<file path="src/rtl/ps2_pkg.sv">
// Shared PS/2 types and constants for the receive and transmit paths.
package ps2_pkg;

   typedef enum logic [1:0] {
      IDLE   = 2'd0,
      DATA   = 2'd1,
      PARITY = 2'd2,
      STOP   = 2'd3
   } ps2_rx_state_t;

   localparam int PS2_DATA_BITS  = 8;
   localparam int PS2_FRAME_BITS = 11;

   // PS/2 uses odd parity: the XOR over data plus parity bit must be 1.
   function automatic logic ps2_odd_parity_ok(input logic [PS2_DATA_BITS-1:0] data,
                                              input logic                     par);
      return ^{data, par};
   endfunction

endpackage

</file>
<file path="src/rtl/ps2_edge_detect.sv">
// Edge detector for a line that idles high; history resets to 1 so no edge follows reset.
module ps2_edge_detect (
   input  logic clk,
   input  logic rst_n,
   input  logic in,
   output logic fall,
   output logic rise
);

   logic prev_r;

   // one-cycle history of the monitored line
   always_ff @(posedge clk or negedge rst_n) begin
      if (!rst_n) begin
         prev_r <= 1'b1;
      end else begin
         prev_r <= in;
      end
   end

   assign fall = prev_r & ~in;
   assign rise = ~prev_r & in;

endmodule

</file>
<file path="src/rtl/ps2_rx_frame.sv">
// PS/2 device-to-host frame receiver: start, 8 data bits LSB-first, odd parity, stop.
module ps2_rx_frame
   import ps2_pkg::*;
#(
   parameter int TIMEOUT_CYCLES = 10000,
   parameter int CNT_W          = 14
) (
   input  logic       clk,
   input  logic       rst_n,
   input  logic       ps2_clk_db,
   input  logic       ps2_data_db,
   input  logic       rx_en,
   output logic [7:0] data_out,
   output logic       data_valid,
   output logic       parity_err,
   output logic       frame_err,
   output logic       timeout_err,
   output logic       busy
);

   localparam logic [CNT_W-1:0] TMO_LAST = CNT_W'(TIMEOUT_CYCLES - 1);
   localparam logic [CNT_W-1:0] TMO_MAX  = {CNT_W{1'b1}};

   ps2_rx_state_t             state_r, state_s;
   logic [2:0]                bit_r, bit_s;
   logic [PS2_DATA_BITS-1:0]  shreg_r, shreg_s;
   logic                      par_ok_r, par_ok_s;
   logic [CNT_W-1:0]          tmo_r, tmo_s;
   logic [7:0]                data_out_r, data_out_s;
   logic                      valid_r, valid_s;
   logic                      perr_r, perr_s;
   logic                      ferr_r, ferr_s;
   logic                      terr_r, terr_s;
   logic                      busy_r;
   logic                      fall_s;
   logic                      edge_rise_unused_s;

   ps2_edge_detect u_edge (
      .clk   (clk),
      .rst_n (rst_n),
      .in    (ps2_clk_db),
      .fall  (fall_s),
      .rise  (edge_rise_unused_s)
   );

   // state, datapath and registered strobes
   always_ff @(posedge clk or negedge rst_n) begin
      if (!rst_n) begin
         state_r    <= IDLE;
         bit_r      <= 3'd0;
         shreg_r    <= 8'h00;
         par_ok_r   <= 1'b0;
         tmo_r      <= {CNT_W{1'b0}};
         data_out_r <= 8'h00;
         valid_r    <= 1'b0;
         perr_r     <= 1'b0;
         ferr_r     <= 1'b0;
         terr_r     <= 1'b0;
         busy_r     <= 1'b0;
      end else begin
         state_r    <= state_s;
         bit_r      <= bit_s;
         shreg_r    <= shreg_s;
         par_ok_r   <= par_ok_s;
         tmo_r      <= tmo_s;
         data_out_r <= data_out_s;
         valid_r    <= valid_s;
         perr_r     <= perr_s;
         ferr_r     <= ferr_s;
         terr_r     <= terr_s;
         busy_r     <= (state_s != IDLE);
      end
   end

   // next-state, shift, timeout and strobe decode; a fall always wins over the timeout
   always_comb begin
      state_s    = state_r;
      bit_s      = bit_r;
      shreg_s    = shreg_r;
      par_ok_s   = par_ok_r;
      tmo_s      = tmo_r;
      data_out_s = data_out_r;
      valid_s    = 1'b0;
      perr_s     = 1'b0;
      ferr_s     = 1'b0;
      terr_s     = 1'b0;

      if (!rx_en) begin
         state_s = IDLE;
         bit_s   = 3'd0;
         tmo_s   = {CNT_W{1'b0}};
      end else if (state_r == IDLE) begin
         tmo_s = {CNT_W{1'b0}};
         if (fall_s && !ps2_data_db) begin
            state_s = DATA;
            bit_s   = 3'd0;
         end else begin
            state_s = IDLE;
         end
      end else if (fall_s) begin
         tmo_s = {CNT_W{1'b0}};
         case (state_r)
            DATA: begin
               shreg_s = {ps2_data_db, shreg_r[7:1]};
               if (bit_r == 3'd7) begin
                  state_s = PARITY;
               end else begin
                  bit_s = bit_r + 3'd1;
               end
            end
            PARITY: begin
               par_ok_s = ps2_odd_parity_ok(shreg_r, ps2_data_db);
               state_s  = STOP;
            end
            STOP: begin
               state_s = IDLE;
               bit_s   = 3'd0;
               if (!ps2_data_db) begin
                  ferr_s = 1'b1;
               end else if (par_ok_r) begin
                  valid_s    = 1'b1;
                  data_out_s = shreg_r;
               end else begin
                  perr_s = 1'b1;
               end
            end
            default: begin
               state_s = IDLE;
               bit_s   = 3'd0;
            end
         endcase
      end else if (tmo_r == TMO_LAST) begin
         terr_s  = 1'b1;
         state_s = IDLE;
         bit_s   = 3'd0;
         tmo_s   = {CNT_W{1'b0}};
      end else if (tmo_r != TMO_MAX) begin
         tmo_s = tmo_r + CNT_W'(1);
      end else begin
         tmo_s = tmo_r;
      end
   end

   assign data_out    = data_out_r;
   assign data_valid  = valid_r;
   assign parity_err  = perr_r;
   assign frame_err   = ferr_r;
   assign timeout_err = terr_r;
   assign busy        = busy_r;

endmodule
</file>
<file path="config.mk">
export PLATFORM = sky130hd
export DESIGN_NAME = ps2_rx_frame
export DESIGN_NICKNAME = d
export VERILOG_FILES = /design/src/rtl/ps2_pkg.sv /design/src/rtl/ps2_edge_detect.sv /design/src/rtl/ps2_rx_frame.sv
export SDC_FILE = /design/constraint.sdc
export NUM_CORES = 1
export LEC_CHECK = 0
export ABC_CLOCK_PERIOD_IN_PS = 3600
export CAP_MARGIN = 20
export CORE_UTILIZATION = 27
export DETAILED_ROUTE_END_ITERATION = 10
export GPL_ROUTABILITY_DRIVEN = 0
export SLEW_MARGIN = 20
export SYNTH_ARGS = -nofsm -noshare
export SYNTH_HDL_FRONTEND = slang
export SYNTH_HIERARCHICAL = 1
export SYNTH_SLANG_ARGS = --single-unit
</file>
<file path="constraint.sdc">
create_clock -name clk -period 3.6 [get_ports clk]
set_input_delay 0.54 -clock clk [delete_from_list [all_inputs] [get_ports clk]]
set_output_delay 0.54 -clock clk [all_outputs]
set_load 0.02 [all_outputs]
</file>
After elaboration in Yosys (flattened, before gate mapping) --
Cells that the tools add are included.
Word-level totals: flip-flop bits (word level) 42, output and inout bits 13, input bits 5, word-level logic and storage cells 77
Cells by class: eq/ne operators 11, muxes and demuxes 40, bitwise gates (word level) 3, add/sub/neg operators 2, reductions and logical operators 9
Operators by type and width (number):
- two-way mux 14 bit | 5
- two-way mux 1 bit | 22
- two-way mux 3 bit | 6
- adder 14 x 1 -> 14 bit, second input constant | 1
- == test 14 bit, second input constant | 1
- != test 14 bit, second input constant | 1
- AND reduction 4 bit | 3
- two-way mux 2 bit | 5
- parity 9 bit | 1
- case mux 3 bit (2 select lines) | 1
- AND reduction 6 bit | 1
- != test 5 x 1 -> 1 bit, second input constant | 1
- != test 5 bit, second input constant | 1
- == test 2 bit, second input constant | 2
- != test 4 x 1 -> 1 bit, second input constant | 1
- != test 4 bit, second input constant | 1
- case mux 2 bit (2 select lines) | 1
- adder 3 x 1 -> 3 bit, second input constant | 1
- == test 3 bit, second input constant | 1
- != test 3 x 2 -> 1 bit, second input constant | 1
- == test 2 x 1 -> 1 bit, second input constant | 1
- logical NOT 2 bit | 1
- NOT 1 bit | 2
- nonzero test 2 bit | 1
- 3 further kinds | 3

Depth between registers and ports, before layout --
Gate-level depths: netlist of the first run.
depth in word-level cells 7, mapped depth 7, depth with buffers taken out 7

Hierarchy --
Netlist of the first run, hierarchy kept.
Modules (own cells, without submodules):
- ps2_rx_frame | area an instance 1993.2 um2, sequential area each 1026.0 um2, cells an instance 180, times used 1
- ps2_edge_detect | area an instance 41.3 um2, sequential area each 26.3 um2, cells an instance 3, times used 1

Least setup slack after synthesis of the first run --
OpenSTA, ideal clock, no wires.
path type input-to-reg, start point input ps2_clk_db, end point register data_out_r[0] (netlist: data_out[0]), path buffers 0, stages on the path 5, arrival time 1.791 ns, setup time 0.125 ns, setup slack 1.684 ns, required time 3.475 ns, cells stage by stage nor2b_1 inv_1 nor2_1 nand4_1 mux2_2
On the way: longest elaborated chain between the ends 3
RTL lines:
- from (decl) | RTL line ps2_rx_frame.sv:10 | input logic ps2_clk_db,
- NOT 1 bit | RTL line ps2_edge_detect.sv:21 | assign fall = prev_r & ~in;
- AND 1 bit | RTL line ps2_edge_detect.sv:21
- AND reduction 6 bit (no line)
- to (signal assigned) | RTL line ps2_rx_frame.sv:66 | data_out_r <= data_out_s;
- to (decl) | RTL line ps2_rx_frame.sv:29 | logic [7:0] data_out_r, data_out_s;
Every way passes these cells. A chain may end at the register's enable or synchronous reset.

Worst setup path after layout of the first run --
start point input ps2_clk_db, end point register data_out_r[5] (netlist: data_out[5])
On the way: longest elaborated chain between the ends 3
RTL lines:
- NOT 1 bit | RTL line ps2_edge_detect.sv:21
- AND 1 bit | RTL line ps2_edge_detect.sv:21
- named net fall_s | RTL line ps2_rx_frame.sv:35 | logic fall_s;
- AND reduction 6 bit (no line)
The timed path passes the listed nets, and every way through them passes these cells.

==> flow_summary.yaml, run 1 <==
status:
  outcome: "finished clean"
power:
  ir_drop_v: 0.000111
  total_leakage_power_nw: 1.02
  p_per_area_mw_per_mm2: 342
  p_total_uw: 817
detailed_routing:
  via_per_inst: 4.59
  wl_per_cell_um: 12.1
  drcViolationCount: 0
  drtPass1Iterations: 4
  vias: 1386
  routed_wirelength_um: 3650
  drtIter0Drc: 66
  ant_nets: 0
worst_setup_path:
  timing.rr.start: "state_r[0]"
  r2r.worst_path.cells: 6
  reg2reg_setup_slack_ns: 1.39
  critical_path.cell_chain: "clkdlybuf4s50_1 > nor2b_1 > inv_1 > nor2_1 > nand4_1 > mux2_2"
  worst_path_largest_cell_delay_ns: 0.43
  critical_path_class: "in -> reg"
  regToRegEndpoint: "data_out[5]"
  arrival_ns: 2.51
  critical_path_peak_fanout: 9
  worst_setup_path_start_kind: "input port"
  worstPathRequired_ns: 3.77
  critical-path-slowest-cell: "sky130_fd_sc_hd__nand4_1"
  end_kind: "flop"
yosys:
  synthCells: 182
  post_synth.cell_area_avg_sq_um: 11.1
  netlist_area_sq_mm: 0.00203
  synth.net_count: 194
  yosysWarningCount: 6
floorplan:
  placeableCoreArea_sq_mm: 0.00725
  die_footprint_sq_mm: 0.00785
  die_w_um: 88.6
  floorplan.io_pins: 18
  fp.dieH_um: 88.6
  start_util_pct: 27.9
  rows: 31
global_routing:
  grt_pass1_wl_um: 6260
  grt_max_degree: 43
  vias_in_the_first_global_route: 1353
  global_route.overflow_total: 0
  grt_antenna_before_repair: 0
  grt_usage_pct: 10.4
finish:
  register_area_sq_mm: 0.00105
  n_fill_cell: 765
  number_of_antenna_diodes: 0
  drive_above_1_share_pct: 13.8
  multi_input_comb_area_sq_um: 936
  final_nets: 214
  areaGrowthSynthToFinish_pct: 18.0
cts:
  tritoncts_clock_tree: "yes"
  cts_num_sinks: 42
  clk_root_buffer_cell: "sky130_fd_sc_hd__clkbuf_8"
  cts_resized: 0
  worstSkewPairLatency_ns: 0.28
  cts.clk_slew.worst_paths_ns: 0.08
  tritoncts.num_buffers: 5
  h-tree-depth: 2
  cts_post_setup_buffers_inserted: 0
  cts.path.max_buffers: 2
  cts-hold-fix-buffers: 0
timing:
  tightestPinTransition_ns: 0.922
  final.setup.tns_ns: 0
  timing.fmax_mhz: 427
  timing.slew.headroom_pct: 38.6
  rsz0062_at_grt: "no"
  final-setup-viol-count: 0
  finClkSkew_ns: 0.00511
  min_period_ns: 2.34
  final_hold_vio_count: 0
  final_max_slew_viol_count: 0
  final_min_period_over_clock_period_pct: 65.1
min_path:
  hold_class: "in -> async"
placement:
  quantity_of_i_o_buffers_inserted_on_ports: 17
  hpwl_after_detailed_placement_um: 2520
flow_run:
  cap_violations: 0
==> flip-flops by register name, summed over array words and instances, names as in the netlist, 2 cells and up <==
signal and cells:
tmo_r 14, shreg_r 8, data_out 8, state_r 2
bit_r 3
==> cells in the final DEF, fill, tap and decap left out, types with 2 or more instances in the layout <==
| cell | n |
|---|---|
| sky130_fd_sc_hd__a211oi_1 | 4 |
| sky130_fd_sc_hd__a21oi_1 | 5 |
| sky130_fd_sc_hd__a22oi_1 | 2 |
| sky130_fd_sc_hd__a31oi_1 | 2 |
| sky130_fd_sc_hd__and3_1 | 4 |
| sky130_fd_sc_hd__clkbuf_8 | 6 |
| sky130_fd_sc_hd__clkdlybuf4s50_1 | 16 |
| sky130_fd_sc_hd__dfrtp_1 | 41 |
| sky130_fd_sc_hd__ha_1 | 7 |
| sky130_fd_sc_hd__inv_1 | 5 |
| sky130_fd_sc_hd__mux2_2 | 16 |
| sky130_fd_sc_hd__nand2_1 | 15 |
| sky130_fd_sc_hd__nand2b_1 | 2 |
| sky130_fd_sc_hd__nand3_1 | 5 |
| sky130_fd_sc_hd__nand3b_1 | 2 |
| sky130_fd_sc_hd__nand4_1 | 4 |
| sky130_fd_sc_hd__nor2_1 | 16 |
| sky130_fd_sc_hd__nor2b_1 | 5 |
| sky130_fd_sc_hd__nor3_1 | 3 |
| sky130_fd_sc_hd__nor3b_1 | 2 |
| sky130_fd_sc_hd__nor4b_1 | 2 |
| sky130_fd_sc_hd__o21ai_0 | 3 |
| sky130_fd_sc_hd__o2bb2ai_1 | 3 |
| sky130_fd_sc_hd__xnor2_1 | 11 |
| sky130_fd_sc_hd__xor2_1 | 4 |
==> metal layers <==
layer | global-route usage (%) | wire [um]
met5 | 0 | 0
met4 | 3.37 | 17
met3 | 3.08 | 101
met2 | 17.3 | 1730
met1 | 13.1 | 1800
==> how the worst max path moves through the flow <==
stage / startpoint / to / slack, ns / depth (start not counted)
2_1_floorplan: ps2_clk_db / data_out[0] / 1.68 / 5
4_1_cts: ps2_clk_db / data_out[5] / 1.22 / 6
6_report: ps2_clk_db / data_out[5] / 1.26 / 6
3_3_place_gp: ps2_clk_db / data_out[6] / 0.96 / 6
3_5_place_dp: ps2_clk_db / data_out[6] / 0.91 / 6
5_1_grt: ps2_clk_db / data_out[5] / 0.99 / 6
==> area by class of cell <==
cell class / count / share of cell area [%]
multi-input combinational: 131 / 39.1
clock inverter: 2 / 0.523
timing repair buffer: 17 / 6.91
tap: 99 / 5.18
sequential: 42 / 44.0
inverter: 5 / 0.785
clock buffer: 6 / 3.45
==> through the flow <==
step / area (sq um) / cells / worst slack, ns / hold slack (ns) / util (%)
4_1_cts: 2390 / 302 / 1.22 / 0.414 / 33.0
3_5_place_dp: 2300 / 294 / 0.908 / 0.463 / 31.7
3_3_place_gp: 2300 / 294 / 0.957 / 0.451 / 31.7
5_1_grt: 2390 / 302 / 0.987 / 0.469 / 33.0
2_1_floorplan: 2030 / 182 / 1.68 / 0.244 / -
6_report: 2390 / 302 / 1.26 / 0.385 / 33.0
==> power by group <==
group,switching (mW),total (mW),internal [mW]
clock network,0.160,0.314,0.154
registers,0.00111,0.474,0.473
logic,0.0192,0.0287,0.00946
==> worst max-delay path: cells and delay by family <==
family | cells | cell delay [ns]
buffers and inverters | 2 | 0.56
multiplexers | 1 | 0.42
AND/OR/NAND/NOR | 3 | 0.99
(Power assumes the default switching activity.)
==> run 2, diff against run 1 <==
ABC_CLOCK_PERIOD_IN_PS = 2000   (was 3600)
clock period = 2 ns   (was 3.6 ns; I/O delays follow)
==> run 2 against run 1 <==
  * Clock skew hardly changed
  * First-iteration DRC count is 11% lower
  * Cell area is 4.3% higher
  * Non-clock buffer count is 12 higher
  * Total power is 79% higher
  * Combinational power is 120% higher
  * Clock power is 74% higher
  * Worst setup slack worse by 1.1 ns
  * Critical path depth stayed put
  * Sequential power is 80% higher
  * Register-to-register slack worse by 1.2 ns
  * Critical endpoint is now tmo_r[11]
  * Largest power group unchanged
  * Highest routed layer unchanged
==> flow_summary.yaml, run 2 (same netlist as run 1, synthesis figures left out) <==
global_routing:
  grt_antenna_before_repair: 0
  grt_pass1_wl_um: 6190
  global_route.overflow_total: 0
  vias_in_the_first_global_route: 1371
  grt_usage_pct: 10.3
  grt_max_degree: 24
timing:
  tightestPinTransition_ns: 0.465
  finalHoldWorstSlack_ns: 0.434
  timing.fmax_mhz: 540
  layout_setup_ws_ns: 0.150
  final_min_period_over_clock_period_pct: 92.5
  timing.slew.headroom_pct: 68.2
  final-setup-viol-count: 0
  final.setup.tns_ns: 0
  rsz0062_at_grt: "no"
  final_hold_vio_count: 0
  finClkSkew_ns: 0.00560
  final_max_slew_viol_count: 0
  min_period_ns: 1.85
power:
  total_leakage_power_nw: 1.08
  switchingPower_uw: 338
  p_total_mw: 1.46
  p_per_area_mw_per_mm2: 586
  share_seq_of_total_power_pct: 58.4
  ir_drop_v: 0.000218
  p_int_mw: 1.12
  power_switching_share_pct: 23.1
  power.share.combinational_pct: 4.3
  clock_power_share_pct: 37.3
finish:
  finalInstanceArea_sq_mm: 0.00249
  top_register: "tmo_r"
  multi_input_comb_area_sq_um: 940
  areaGrowthSynthToFinish_pct: 23.2
  largest_register_ff_count: 14
  final_common_cell: "sky130_fd_sc_hd__dfrtp_1"
  stdcell_count: 314
  layout_common_cells: "sky130_fd_sc_hd__dfrtp_1 (41), sky130_fd_sc_hd__nor2_1 (16), sky130_fd_sc_hd__mux2_2 (16), sky130_fd_sc_hd__clkdlybuf4s50_1 (16), sky130_fd_sc_hd__nand2_1 (15)"
  register_area_sq_mm: 0.00105
  n_fill_cell: 753
  drive_above_1_share_pct: 18.6
  final_nets: 226
  finish.utilization_pct: 34.4
  number_of_antenna_diodes: 0
detailed_routing:
  vias: 1445
  routed_wirelength_um: 3540
  drtPass1Iterations: 4
  ant_nets: 0
  drcViolationCount: 0
  drtIter0Drc: 59
  via_per_inst: 4.60
  wl_per_cell_um: 11.3
cts:
  clk_root_buffer_cell: "sky130_fd_sc_hd__clkbuf_8"
  cts_num_sinks: 42
  cts.clk_slew.worst_paths_ns: 0.08
  cts.path.max_buffers: 2
  cts_post_setup_buffers_inserted: 0
  tritoncts_clock_tree: "yes"
  tritoncts.num_buffers: 5
  worstSkewPairLatency_ns: 0.29
  h-tree-depth: 2
floorplan:
  rows: 31
  fp.dieH_um: 88.6
  start_util_pct: 27.9
  floorplan.io_pins: 18
  die_footprint_sq_mm: 0.00785
  placeableCoreArea_sq_mm: 0.00725
  die_w_um: 88.6
min_path:
  hold_path_depth: 1
  hold_class: "in -> reg"
worst_setup_path:
  worstPathRequired_ns: 2.18
  reg2reg_setup_slack_ns: 0.15
  critical_path.cell_chain: "ha_1 > and3_1 > and2_4 > a2111oi_0 > xnor2_1 > nor2_1"
  timing.critical_path.to: "tmo_r[11]"
  r2r.worst_path.cells: 6
  critical_path_peak_fanout: 5
  critical_path_depth: 6
  critical-path-slowest-cell: "sky130_fd_sc_hd__a2111oi_0"
  worst_setup_path_start_kind: "flop"
  arrival_ns: 2.03
  worst_path_dominant_cell_family: "simple AND/OR/NAND/NOR gates"
  regToRegEndpoint: "tmo_r[11]"
  critical_path_class: "reg -> reg"
  end_kind: "flop"
  cp_num_buf_inv: 0
  worst_path_largest_cell_delay_ns: 0.45
  timing.rr.start: "tmo_r[0]"
  timing.critical_path.from: "tmo_r[0]"
placement:
  dp_cells: 305
  place_ws_ns: 0.0583
  quantity_of_i_o_buffers_inserted_on_ports: 17
  post_dp_cell_area_sq_mm: 0.00239
  hpwl_after_detailed_placement_um: 2600
status:
  outcome: "finished clean"
flow_run:
  cap_violations: 0
## run 2: cell type report
type                            count  share of cell area [%]
Timing Repair Buffer               29                    10.8
Tap cell                           99                    4.96
Sequential cell                    42                    42.2
Clock buffer                        5                    2.76
Clock inverter                      3                   0.853
Inverter                            5                   0.752
Multi-Input combinational cell    131                    37.7
## run 2: worst min-delay path by stage
stage	startpoint	to	slack, ns
floorplan	rst_n	bit_r[0]	0.004
global placement	rst_n	busy	0.29
detailed placement	rst_n	state_r[0]	0.29
CTS	ps2_clk_db	u_edge/prev_r	0.43
global route	ps2_clk_db	u_edge/prev_r	0.42
finish	ps2_clk_db	u_edge/prev_r	0.43
## run 2: per-layer routing
metal / vias to the layer above / share of wire [%] / track usage, %
li1: 714 / - / -
met3: 6 / 3.5 / 3.17
met2: 19 / 48 / 16.5
met4: 0 / 1.7 / 4.25
met5: - / 0 / 0
met1: 706 / 47 / 12.8
## run 2: what timing repair did
item                                    CTS  global route
hold buffers                              1             0
gates resized for setup                   0             1
hold endpoints to repair                 18             0
endpoints found under the setup margin    0             1
## run 2: power groups by stage
stage,registers (mW),logic [mW],clock network [mW]
after detailed placement,0.870,0.0632,0
after floorplan,0.871,0.0223,0
after global placement,0.870,0.0630,0
after CTS,0.853,0.0650,0.575
final,0.853,0.0628,0.545
after global routing,0.854,0.0711,0.603
